<file path="src/rtl/hz_meter.sv">
// ---- hz_meter : multi-channel gated rising-edge frequency meter ----
// ---- rev 1.0 ----
`default_nettype none
`timescale 1ns/1ps

module hz_meter #(
  parameter int CLK_HZ      = 100000000,
  parameter int GATE_CYCLES = 100000000,
  parameter int CHANNELS    = 1,
  parameter int WIDTH       = 10,
  parameter int SYNC_STAGES = 2
) (
  input  logic                      clk,
  input  logic                      rst_n,
  input  logic                      en,
  input  logic [CHANNELS-1:0]       sig_in,
  input  logic [WIDTH-1:0]          band_lo,
  input  logic [WIDTH-1:0]          band_hi,
  output logic [CHANNELS*WIDTH-1:0] hz,
  output logic                      hz_valid,
  output logic [CHANNELS-1:0]       ovf,
  output logic [CHANNELS-1:0]       in_band,
  output logic                      gate_tick
);

  localparam int              GW        = $clog2(GATE_CYCLES);
  localparam logic [GW-1:0]   GATE_LAST = GW'(GATE_CYCLES - 1);
  localparam logic [WIDTH-1:0] CNT_MAX  = '1;

  if (GATE_CYCLES < 4 || CHANNELS < 1 || CHANNELS > 8 || WIDTH < 1 ||
      SYNC_STAGES < 2 || CLK_HZ < 1) begin : g_param_check
    $error("hz_meter: illegal parameter set");
  end

  logic [GW-1:0] gate_cnt;

  // gate_tick already implies en, so it doubles as the window-close strobe
  assign gate_tick = en && (gate_cnt == GATE_LAST);

  always_ff @(posedge clk or negedge rst_n) begin
    if (!rst_n) begin
      gate_cnt <= '0;
    end else if (!en || gate_tick) begin
      gate_cnt <= '0;
    end else begin
      gate_cnt <= gate_cnt + 1'b1;
    end
  end

  always_ff @(posedge clk or negedge rst_n) begin
    if (!rst_n) begin
      hz_valid <= 1'b0;
    end else begin
      hz_valid <= gate_tick;
    end
  end

  for (genvar i = 0; i < CHANNELS; i++) begin : g_ch
    logic [SYNC_STAGES-1:0] sync_q;
    logic                   prev_q;
    logic [WIDTH-1:0]       cnt_q;
    logic                   sticky_q;
    logic [WIDTH-1:0]       hz_q;
    logic                   ovf_q;
    logic                   in_band_q;
    logic                   rise;
    logic                   at_max;
    logic [WIDTH-1:0]       cnt_next;
    logic                   sticky_next;
    logic                   in_band_next;

    // prev_q resets low, so a line already high after reset counts once
    assign rise         = sync_q[SYNC_STAGES-1] & ~prev_q;
    assign at_max       = (cnt_q == CNT_MAX);
    assign cnt_next     = (rise && !at_max) ? cnt_q + 1'b1 : cnt_q;
    assign sticky_next  = sticky_q | (rise & at_max);
    assign in_band_next = (cnt_next >= band_lo) && (cnt_next <= band_hi);

    always_ff @(posedge clk or negedge rst_n) begin
      if (!rst_n) begin
        sync_q <= '0;
        prev_q <= 1'b0;
      end else begin
        sync_q <= {sync_q[SYNC_STAGES-2:0], sig_in[i]};
        prev_q <= sync_q[SYNC_STAGES-1];
      end
    end

    always_ff @(posedge clk or negedge rst_n) begin
      if (!rst_n) begin
        cnt_q    <= '0;
        sticky_q <= 1'b0;
      end else if (!en || gate_tick) begin
        cnt_q    <= '0;
        sticky_q <= 1'b0;
      end else begin
        cnt_q    <= cnt_next;
        sticky_q <= sticky_next;
      end
    end

    // Capture uses cnt_next so an edge in the closing cycle lands in this window
    always_ff @(posedge clk or negedge rst_n) begin
      if (!rst_n) begin
        hz_q      <= '0;
        ovf_q     <= 1'b0;
        in_band_q <= 1'b0;
      end else if (gate_tick) begin
        hz_q      <= cnt_next;
        ovf_q     <= sticky_next;
        in_band_q <= in_band_next;
      end
    end

    assign hz[i*WIDTH +: WIDTH] = hz_q;
    assign ovf[i]               = ovf_q;
    assign in_band[i]           = in_band_q;
  end

endmodule

`default_nettype wire

</file>
<file path="config.mk">
export PLATFORM = sky130hd
export DESIGN_NAME = hz_meter
export DESIGN_NICKNAME = d
export VERILOG_FILES = /design/src/rtl/hz_meter.sv
export SDC_FILE = /design/constraint.sdc
export NUM_CORES = 1
export LEC_CHECK = 0
export CAP_MARGIN = 10
export CORE_MARGIN = 3
export CORE_UTILIZATION = 45
export CTS_CLUSTER_SIZE = 24
export DETAILED_ROUTE_END_ITERATION = 6
export PLACE_DENSITY = 0.67
export SLEW_MARGIN = 40
export SYNTH_ARGS = -nofsm -noshare
export SYNTH_HDL_FRONTEND = slang
export SYNTH_SLANG_ARGS = --single-unit
</file>
<file path="constraint.sdc">
create_clock -name clk -period 3.53 [get_ports clk]
set_clock_uncertainty 0.2 [all_clocks]
set_input_delay 0.706 -clock clk [delete_from_list [all_inputs] [get_ports clk]]
set_output_delay 0.706 -clock clk [all_outputs]
set_load 0.01 [all_outputs]
</file>
==> impl_metrics.json <==
{
  "hold_viol": 0,
  "initial_core_util": 0.469,
  "grt_pass1_vias": 2113,
  "areaGrowthSynthToFinish_pct": 18.2,
  "path_common_cell": "clkdlybuf4s50_1",
  "grt_first_pass_wirelength_um": 9820,
  "peakVddDrop_v": 0.000232,
  "critPathLaunchType": "primary input",
  "timing.fmax_ghz": 0.317,
  "synth.net_count": 342,
  "drt_iter0_drc": 104,
  "seq_area_sq_um": 1350,
  "cts_setup_buffers": 0,
  "ctsHoldBuffers": 0,
  "setup_viol": 0,
  "dr.pass1.iters": 4,
  "clock-sinks": 54,
  "yosys_warnings": 0,
  "drv_cap": 0,
  "post_drt_wl_per_cell_um": 13.8,
  "rows": 29,
  "p_comb_frac": 0.083,
  "place_hpwl_um": 4410,
  "seqPwrFrac": 0.589,
  "grt_use_total": 0.163,
  "die-area_sq_um": 7670,
  "p_switching_mw": 0.245,
  "layout-drive-gt1-share": 0.100,
  "period_minus_slack_ns": 3.16,
  "slew_violations": 0,
  "period_share": 0.894,
  "drc": 0,
  "gp_congestion": 0.811,
  "slowest_delay_ns": 0.60,
  "rsz0062_at_grt": "no",
  "vias": 2202,
  "multiInputGateArea_sq_um": 1520,
  "finalWirelength_um": 5760,
  "syn_area_per_cell_sq_um": 10.1,
  "core_area_sq_um": 6390,
  "ant_nets": 0,
  "tritoncts.num_buffers": 5,
  "yosysSeqAreaShare": 0.451,
  "antenna_found_initial": 0,
  "grt_max_degree": 39,
  "min_path_type": "in2async",
  "die_x_um": 87.6,
  "worstSkewPairLatency_ns": 0.30,
  "cellLeakagePower_nw": 1.70,
  "yosys.cell_types.count": 37,
  "vias_per_cell": 5.28,
  "syn_inst": 296,
  "cts_buffer_depth": 2,
  "fin_util": 0.555,
  "htreeDepth": 2,
  "ios": 38,
  "worst_setup_path_startpoint": "en",
  "ys_ff_latch": 54,
  "critical_path.top_delay_family": "buffers and inverters",
  "grt-ovfl-total": 0,
  "cp.arrival_ns": 2.25,
  "internal_power_mw": 0.827,
  "p_per_area_nw_per_um2": 303,
  "path_class": "in2out",
  "slowest_stage": "clkdlybuf4s50_1",
  "r2r_start": "g_ch[0].cnt_q[0]",
  "num-fill-cells": 556,
  "critPathBufInv": 3,
  "timing.slew.headroom": 0.583,
  "path_max_fanout": 2,
  "critPathCaptureType": "output pin",
  "port-buffer-count": 37,
  "syn_area_sq_um": 3000,
  "cts-resized-gates": 0,
  "crit_chain": "clkdlybuf4s50_1 > inv_1 > nor4_4 > clkdlybuf4s50_1",
  "clkTransAtPathRegs_ns": 0.10,
  "worst_pin_slew_ns": 0.621,
  "nets": 385,
  "tns_ns": 0,
  "die_h_um": 87.6,
  "diodes": 0,
  "worstPathRequired_ns": 2.62,
  "status": "finished clean",
  "cts_tree": "built",
  "p_sw_frac": 0.229,
  "p_total_mw": 1.07,
  "pwr-share-clk": 0.328,
  "clockRootBuffer": "clkbuf_8"
}
==> area by class of cell <==
cell class / count / share of cell area
multi-input combinational: 214 / 0.430
sequential: 54 / 0.381
timing repair buffer: 41 / 0.112
tap: 77 / 0.0272
clock buffer: 7 / 0.0244
inverter: 23 / 0.0244
clock inverter: 1 / 0.00141
==> power by group through the flow <==
stage | combinational, mW | clock [mW] | sequential [mW]
floorplan | 0.0392 | 0 | 0.643
global placement | 0.0895 | 0 | 0.643
detailed placement | 0.0914 | 0 | 0.644
CTS | 0.0918 | 0.357 | 0.632
global route | 0.102 | 0.387 | 0.633
finish | 0.0890 | 0.352 | 0.631
==> registers in the layout (all words and copies together), names as in the netlist <==
signal and cells:
hz 10, in_band 1, g_ch.cnt_q 10, g_ch.sync_q 2, g_ch.sticky_q 1, gate_cnt 27
ovf 1, hz_valid 1, g_ch.prev_q 1
==> worst register-to-register path, cell delays in order, from the launching register on <==
cell and delay [ns]:
dfrtp_1 0.42, ha_1 0.20, nand2_1 0.10, o31ai_1 0.44, nor2_1 0.12, xor2_1 0.30, ha_1 0.31, a211oi_1 0.24
nor2_1 0.09, o31ai_1 0.24, a2bb2oi_1 0.11, o31ai_2 0.21
==> cell usage in the layout (no fill, tap or decap), drive strengths merged, types with 6 or more instances in the layout <==
cell type       n
nand2b          6
clkbuf          7
ha             22
mux2           14
xor2           22
nand4          11
nor2b           6
nor2           38
dfrtp          54
xnor2           6
clkdlybuf4s50  36
inv            23
nand3          22
a21oi          10
nand2          16
nor3            6
==> path summary, 6_finish.rpt <==
| check | endpoint | slack [ns] | cells past startpoint |
|---|---|---|---|
| max | gate_tick | 0.37 | 4 |
| min | gate_cnt[22] | 0.10 | 1 |
| max reg2reg | in_band | 0.47 | 11 |
| min reg2reg | g_ch[0].sync_q[1] | 0.20 | 0 |
| max in group asynchronous | g_ch[0].cnt_q[1] | 2.23 | 2 |
| min in group clk | g_ch[0].sync_q[1] | 0.20 | 0 |
==> metal layers <==
| metal | vias up | part of all wire | GRT usage |
|---|---|---|---|
| met5 | - | 0 | 0 |
| met4 | 0 | 0.0092 | 0.0488 |
| met3 | 5 | 0.025 | 0.0301 |
| met2 | 23 | 0.48 | 0.264 |
| met1 | 1070 | 0.48 | 0.225 |
| li1 | 1104 | - | - |
==> synth_stat cells (all sizes together) <==
cell      n  area (sq um)
a21oi    10          50.1
nor2b     6          37.5
nand3    22           110
nor3      6          30.0
nand2    16          67.6
nor4bb    1          10.0
nor3b     4          30.0
a211oi    2          15.0
mux2     14           158
nor2     38           143
o31ai     3          27.5
and4      4          37.5
buf       4          33.8
o21a      1          7.51
and2      2          12.5
xor2     22           193
a21o      2          15.0
xnor2     6          52.6
nand2b    6          37.5
a2bb2oi   1          8.76
nor4      4          70.1
clkbuf    1          3.75
ha       22           275
nand4    11          68.8
o21ai     4          20.0
or3       2          12.5
and3      5          32.5
dfrtp    54          1350
inv      23          86.3
==> metrics by stage <==
stage               hold WS (ns)  instance area, sq um  worst slack (ns)  instances
floorplan                  0.131                  3000             0.833        296
global placement           0.177                  3450             0.377        409
detailed placement         0.181                  3450             0.376        409
CTS                        0.113                  3540             0.376        417
global route               0.119                  3540             0.207        417
finish                     0.102                  3540             0.375        417
==> logic make-up after synthesis <==
kind of cell,count (synthesis),synth area share
fa+ha+maj,22,0.0919
flops,54,0.451
mux,14,0.0526
xor+xnor,28,0.0818
simple gates,127,0.233
buf+inv,28,0.0413
compound gates,23,0.0480
(Power assumes the default switching activity.)
